`config.mk`:
```
export PLATFORM = sky130hd
export DESIGN_NAME = lsu_mem_stage
export DESIGN_NICKNAME = d
export VERILOG_FILES = /design/src/rtl/lsu_pkg.sv /design/src/rtl/lsu_mem_stage_load_extend.sv /design/src/rtl/lsu_mem_stage.sv
export SDC_FILE = /design/constraint.sdc
export NUM_CORES = 1
export LEC_CHECK = 0
export CAP_MARGIN = 20
export CORE_MARGIN = 8
export CORE_UTILIZATION = 43
export CTS_CLUSTER_DIAMETER = 30
export DETAILED_ROUTE_END_ITERATION = 12
export MAX_ROUTING_LAYER = met4
export PLACE_DENSITY = 0.87
export REMOVE_ABC_BUFFERS = 1
export SLEW_MARGIN = 40
export SYNTH_ARGS = -nofsm -noshare
export SYNTH_HDL_FRONTEND = slang
export SYNTH_SLANG_ARGS = --single-unit
export TNS_END_PERCENT = 20
```
`constraint.sdc`:
```
create_clock -name clk -period 2.15 [get_ports clk]
set_input_delay 0.43 -clock clk [delete_from_list [all_inputs] [get_ports clk]]
set_output_delay 0.43 -clock clk [all_outputs]
set_load 0.02 [all_outputs]
```
`src/rtl/lsu_pkg.sv`:
```
// lsu_pkg: shared encodings for the memory stage (store/load sizes, result select, FSM states, misalign rule)
package lsu_pkg;
  typedef enum logic [1:0] {SW = 2'b00, SH = 2'b01, SB = 2'b10} store_src_e;
  typedef enum logic [2:0] {LW = 3'b000, LH = 3'b001, LHU = 3'b010, LB = 3'b011, LBU = 3'b100} load_src_e;
  typedef enum logic {IDLE, BUSY} state_e;
  localparam logic [2:0] RES_MEM = 3'b001;
  function automatic logic misaligned(input logic mem_write, input logic [1:0] store_src,
                                      input logic [2:0] load_src, input logic [1:0] off);
    return mem_write ? (store_src == SW ? |off : store_src == SH & off[0])
                     : (load_src == LW ? |off : (load_src == LH | load_src == LHU) & off[0]);
  endfunction
endpackage

```
`src/rtl/lsu_mem_stage_load_extend.sv`:
```
// load_extend: picks the addressed byte/half of a read word (rdata, off, load_src) and sign/zero-extends it into ext
module load_extend
  import lsu_pkg::*;
#(
  parameter int XLEN = 32
) (
  input  logic [XLEN-1:0] rdata,
  input  logic [1:0]      off,
  input  logic [2:0]      load_src,
  output logic [XLEN-1:0] ext
);
  logic [7:0] b;
  logic [15:0] h;
  always_comb begin
    b = off == 2'd0 ? rdata[7:0] : off == 2'd1 ? rdata[15:8] : off == 2'd2 ? rdata[23:16] : rdata[31:24];
    h = off[1] ? rdata[31:16] : rdata[15:0];
    ext = load_src == LH  ? {{(XLEN-16){h[15]}}, h} :
          load_src == LHU ? {{(XLEN-16){1'b0}}, h} :
          load_src == LB  ? {{(XLEN-8){b[7]}}, b} :
          load_src == LBU ? {{(XLEN-8){1'b0}}, b} : rdata;
  end
endmodule

```
`src/rtl/lsu_mem_stage.sv`:
```
// lsu_mem_stage: RISC-V memory stage with E->M/M->W registers, req/ack dmem port (addr/we/be/wdata aligned, rdata extended), StallMem while an access is pending; MISALIGN_TRAP_EN adds a sticky MisalignM and suppresses misaligned accesses
module lsu_mem_stage
  import lsu_pkg::*;
#(
  parameter int XLEN   = 32,
  parameter int RWIDTH = 5
) (
  input  logic              clk,
  input  logic              reset,
  input  logic              RegWriteE,
  input  logic              MemWriteE,
  input  logic [2:0]        ResultSrcE,
  input  logic [XLEN-1:0]   ALUResultE,
  input  logic [XLEN-1:0]   WriteDataE,
  input  logic [RWIDTH-1:0] RdE,
  input  logic [XLEN-1:0]   PCPlus4E,
  input  logic [1:0]        StoreSrcE,
  input  logic [2:0]        LoadSrcE,
  output logic [XLEN-1:0]   ALUResultM,
  output logic [RWIDTH-1:0] RdM,
  output logic              RegWriteM,
  output logic              StallMem,
  output logic              DmemReq,
  output logic              DmemWe,
  output logic [XLEN-1:0]   DmemAddr,
  output logic [XLEN-1:0]   DmemWdata,
  output logic [3:0]        DmemBe,
  input  logic              DmemAck,
  input  logic [XLEN-1:0]   DmemRdata,
  output logic              RegWriteW,
  output logic [RWIDTH-1:0] RdW,
  output logic [2:0]        ResultSrcW,
  output logic [XLEN-1:0]   ALUResultW,
  output logic [XLEN-1:0]   ReadDataW,
  output logic [XLEN-1:0]   PCPlus4W
`ifdef MISALIGN_TRAP_EN
  ,
  output logic              MisalignM
`endif
);
  typedef struct packed {
    logic              reg_write;
    logic              mem_write;
    logic [2:0]        result_src;
    logic [XLEN-1:0]   alu_result;
    logic [XLEN-1:0]   write_data;
    logic [RWIDTH-1:0] rd;
    logic [XLEN-1:0]   pc_plus4;
    logic [1:0]        store_src;
    logic [2:0]        load_src;
  } m_t;
  typedef struct packed {
    logic              reg_write;
    logic [RWIDTH-1:0] rd;
    logic [2:0]        result_src;
    logic [XLEN-1:0]   alu_result;
    logic [XLEN-1:0]   read_data;
    logic [XLEN-1:0]   pc_plus4;
  } w_t;
  m_t m_q, m_d;
  w_t w_q, w_d;
  state_e state_q, state_d;
  logic [1:0] off;
  logic mem_op, mis, ack;
  logic [XLEN-1:0] ext;
  assign off    = m_q.alu_result[1:0];
  assign mem_op = m_q.mem_write | (m_q.result_src == RES_MEM);
  assign ack    = DmemReq & DmemAck;
`ifdef MISALIGN_TRAP_EN
  logic misalign_q, misalign_d;
  assign mis       = mem_op & misaligned(m_q.mem_write, m_q.store_src, m_q.load_src, off);
  assign MisalignM = misalign_q;
  always_comb misalign_d = misalign_q | mis;
  always_ff @(posedge clk) misalign_q <= reset ? 1'b0 : misalign_d;
`else
  assign mis = 1'b0;
`endif
  load_extend #(.XLEN(XLEN)) u_ext (
    .rdata    (DmemRdata),
    .off      (off),
    .load_src (m_q.load_src),
    .ext      (ext)
  );
  always_ff @(posedge clk) begin
    state_q <= reset ? IDLE : state_d;
    m_q     <= reset ? '0 : m_d;
    w_q     <= reset ? '0 : w_d;
  end
  always_comb begin
    state_d = state_q == IDLE ? (DmemReq & ~DmemAck ? BUSY : IDLE) : (DmemAck ? IDLE : BUSY);
  end
  // M holds in BUSY, so the request stays up with identical address/data until the ack
  always_comb begin
    DmemReq   = (state_q == BUSY) | (mem_op & ~mis);
    DmemWe    = DmemReq & m_q.mem_write;
    StallMem  = mem_op & DmemReq & ~DmemAck;
    DmemAddr  = {m_q.alu_result[XLEN-1:2], 2'b00};
    DmemBe    = ~m_q.mem_write ? 4'b1111 :
                m_q.store_src == SB ? 4'b0001 << off :
                m_q.store_src == SH ? (off[1] ? 4'b1100 : 4'b0011) : 4'b1111;
    DmemWdata = m_q.store_src == SB ? {(XLEN/8){m_q.write_data[7:0]}} :
                m_q.store_src == SH ? {(XLEN/16){m_q.write_data[15:0]}} : m_q.write_data;
  end
  always_comb begin
    m_d = StallMem ? m_q : m_t'({RegWriteE, MemWriteE, ResultSrcE, ALUResultE, WriteDataE,
                                 RdE, PCPlus4E, StoreSrcE, LoadSrcE});
    w_d = w_t'({m_q.reg_write & ~m_q.mem_write & ~StallMem & ~mis, m_q.rd, m_q.result_src,
                m_q.alu_result, ack ? ext : w_q.read_data, m_q.pc_plus4});
  end
  assign ALUResultM = m_q.alu_result;
  assign RdM        = m_q.rd;
  assign RegWriteM  = m_q.reg_write;
  assign RegWriteW  = w_q.reg_write;
  assign RdW        = w_q.rd;
  assign ResultSrcW = w_q.result_src;
  assign ALUResultW = w_q.alu_result;
  assign ReadDataW  = w_q.read_data;
  assign PCPlus4W   = w_q.pc_plus4;
endmodule

```
==> impl_metrics.py <==
metrics = {
    "status": {
        "outcome": "finished with violations",
        "violations": "setup timing",
    },
    "power_and_ir_drop": {
        "power.density_nw_per_um2": 1000,
        "ir_worst_vdd_mv": 0.753,
        "total_power_mw": 13.7,
        "leakage_nw": 5.50,
    },
    "timing": {
        "fin_skew_ns": 0.0140,
        "setup_ws_ns": -0.166,
        "max_freq_mhz": 432,
        "tightest_slew_ns": 0.625,
        "slew_headroom_pct": 58.3,
        "setup_violations": 20,
        "period_needed_ns": 2.32,
        "min_period_over_period_pct": 108,
        "totalNegativeSetupSlack_ns": -1.86,
        "slew_violations": 0,
        "grt_setup_unrepaired": "yes",
        "hold_viol_final": 0,
        "whs_ns": 0.156,
    },
    "grt": {
        "antenna_found_initial": 0,
        "grt_pass1_wl_um": 45600,
        "gr-total-overflow": 0,
        "grt_start_max_net_pins": 120,
        "grtUsageTotal_pct": 24.1,
        "grt_pass1_vias": 8467,
    },
    "place": {
        "gp_congestion": 0.921,
        "dp_slack_ns": -0.197,
        "portBuffers": 357,
        "dp_hpwl_um": 20300,
    },
    "critical_path": {
        "worstPathArrival_ns": 1.89,
        "critPathBufInv": 2,
        "max_stage_delay_ns": 0.33,
        "critPathKind": "flop to output pin",
        "required_ns": 1.72,
        "crit_family": "simple AND/OR/NAND/NOR gates",
        "crit_path_start_kind": "flop",
        "crit_path_cell_trace": "and2b_2 > nor2_4 > buf_8 > mux2_4 > buf_6",
        "cp_max_fo": 5,
        "cp_slowest_cell": "dfxtp_2",
        "worstSetupEndpointType": "output pin",
    },
    "clock_tree": {
        "cts_buffer_depth": 3,
        "cts_sinks": 217,
        "cts_tree": "done",
        "htree_num_levels": 2,
        "path_clk_slew_ns": 0.04,
        "cts_root_buffer": "clkbuf_16",
        "numCtsBuffers": 42,
        "insertion_delay_ns": 0.52,
        "ctsHoldBuffers": 0,
    },
    "layout": {
        "ff_latch_area_um2": 4350,
        "area_growth_syn_to_layout_pct": 58.3,
        "fin_util_pct": 68.6,
        "multiInputGateArea_um2": 3520,
        "fillerInstances": 1429,
        "final_nets": 1421,
        "final_layout_size_suffix_gt1_share_pct": 15.7,
    },
    "route": {
        "drt_iter0_drc": 406,
        "vias": 7942,
        "routed_wirelength_um": 30300,
        "drt-wirelength-per-cell_um": 19.2,
        "drc": 0,
        "routed_via_density": 5.03,
        "first_pass_iters": 4,
        "drtAntennaViolNets": 0,
    },
    "yosys": {
        "yosysTopAreaCellShare_pct": 50.2,
        "synth_common_cells": "249 x nand2_1, 217 x dfxtp_1, 118 x a21oi_1, 82 x buf_4, 81 x nor2b_1",
        "synth_flop_cell": "dfxtp_1",
        "synth_seq_cells": 217,
        "synthArstFlopShare_pct": 0,
        "synthTopCellsByArea": "dfxtp_1 50%, nand2_1 11%, buf_4 7.1%, a21oi_1 6.8%, nor2b_1 5.9%",
        "syn_inst": 977,
        "syn_area_um2": 8660,
        "synth-edff-count": 0,
        "synth.largest_area_cell": "dfxtp_1",
        "synth.most_common_cell": "nand2_1",
        "ys.warnings.count": 0,
        "ys_seq_area_share_pct": 50.2,
        "syn_avg_cell_area_um2": 8.86,
        "ys_types": 53,
    },
    "die": {
        "core-area_um2": 20000,
        "start_util_pct": 43.3,
        "io_pins": 360,
        "die-width_um": 158,
        "die_h_um": 158,
        "placementRows": 52,
        "design.die.area_um2": 24900,
    },
    "run": {
        "cap_violations": 0,
    },
    "min_path": {
        "min_path_type": "input pin to flop",
    },
}
==> power breakdown <==
group | total (mW) | switching [mW] | leakage (nW) | internal, mW
Combinational | 2.20 | 1.12 | 2.96 | 1.07
Clock | 7.04 | 2.26 | 0.739 | 4.77
Sequential | 4.50 | 0.192 | 1.79 | 4.30
Total | 13.7 | 3.58 | 5.50 | 10.1
==> metrics by stage <==
step	instances	cell area (um2)
6_report	1578	13700
5_1_grt	1577	13700
4_1_cts	1577	13600
3_5_place_dp	1496	12000
3_3_place_gp	1496	12000
2_1_floorplan	835	7770
==> worst register-to-register path: stages, from the launching register on <==
cell	delay [ns]
dfxtp_1	0.61
or3b_1	0.30
a21boi_4	0.50
nand2_1	0.14
a211oi_1	0.37
==> area by class of cell <==
class | count | share of cell area, %
antenna | 1 | 0.0183
clock buffer | 48 | 8.21
clock inverter | 28 | 3.00
inverter | 5 | 0.146
multi-input combinational | 613 | 25.7
sequential | 217 | 31.7
tap | 270 | 2.47
timing repair buffer | 396 | 28.8
==> what timing repair did <==
item | in CTS | in global routing
pin swaps | 4 | 3
resized for setup | 171 | 29
endpoints found under the setup margin | 33 | 30
buffers inserted | 4 | 1
gates cloned | 1 | 0
==> logic make-up after synthesis <==
logic type / count (synthesis) / synth area share, %
AO/OA/AOI/OAI: 204 / 15.4
XOR/XNOR: 1 / 0.101
buffers and inverters: 148 / 10.5
flip-flops: 217 / 50.2
multiplexers: 30 / 3.95
other: 1 / 0.0433
AND/OR/NAND/NOR: 376 / 19.8
==> final timing paths <==
check | slack, ns | depth (start not counted) | start | endpoint
worst max-delay path | -0.17 | 5 | m_q[4]$_SDFFE_PP0N_ | DmemWdata[21]
worst min-delay path | 0.16 | 2 | reset | ReadDataW[7]$_SDFFE_PP0P_
worst max register to register | 0.11 | 4 | m_q[0]$_SDFFE_PP0N_ | ReadDataW[19]$_SDFFE_PP0P_
worst min register to register | 0.44 | 2 | m_q[25]$_SDFFE_PP0N_ | m_q[25]$_SDFFE_PP0N_
==> registers in the layout, summed over array words and instances (netlist names) <==
signal      cells
ALUResultM     32
ReadDataW      32
ALUResultW     32
PCPlus4W       32
RdW             5
RegWriteW       1
RegWriteM       1
ResultSrcW      3
RdM             5
state_q         1
m_q            73
==> placed cells by master, fill, tap and decap left out, types with 2 or more instances in the layout <==
cell	instances
a211oi_1	17
a211oi_2	10
a21oi_1	118
a22o_1	7
a22oi_1	9
a22oi_2	3
a31oi_1	6
buf_12	7
buf_2	6
buf_4	30
buf_6	22
bufinv_16	8
clkbuf_1	2
clkbuf_16	43
clkbuf_2	3
clkbuf_8	3
clkdlybuf4s50_1	323
clkinv_2	4
clkinv_4	3
clkinvlp_4	5
conb_1	2
dfxtp_1	214
dfxtp_2	3
dlygate4sd2_1	4
inv_1	4
inv_6	7
mux2_2	9
mux2_4	14
mux2i_1	6
nand2_1	249
nand3_1	3
nor2_1	26
nor2b_1	79
o21ai_0	3
o21ai_2	5
o22ai_1	7
o2bb2ai_1	7
o31ai_4	2
==> layer usage <==
layer,vias to the layer above,wire [um],GRT usage (%)
met4,0,1260,10.8
li1,3771,-,-
met5,-,0,-
met2,380,14800,40.4
met1,3707,11300,25.9
met3,84,2870,7.73
Note: power is estimated with default switching activity, not from simulation.
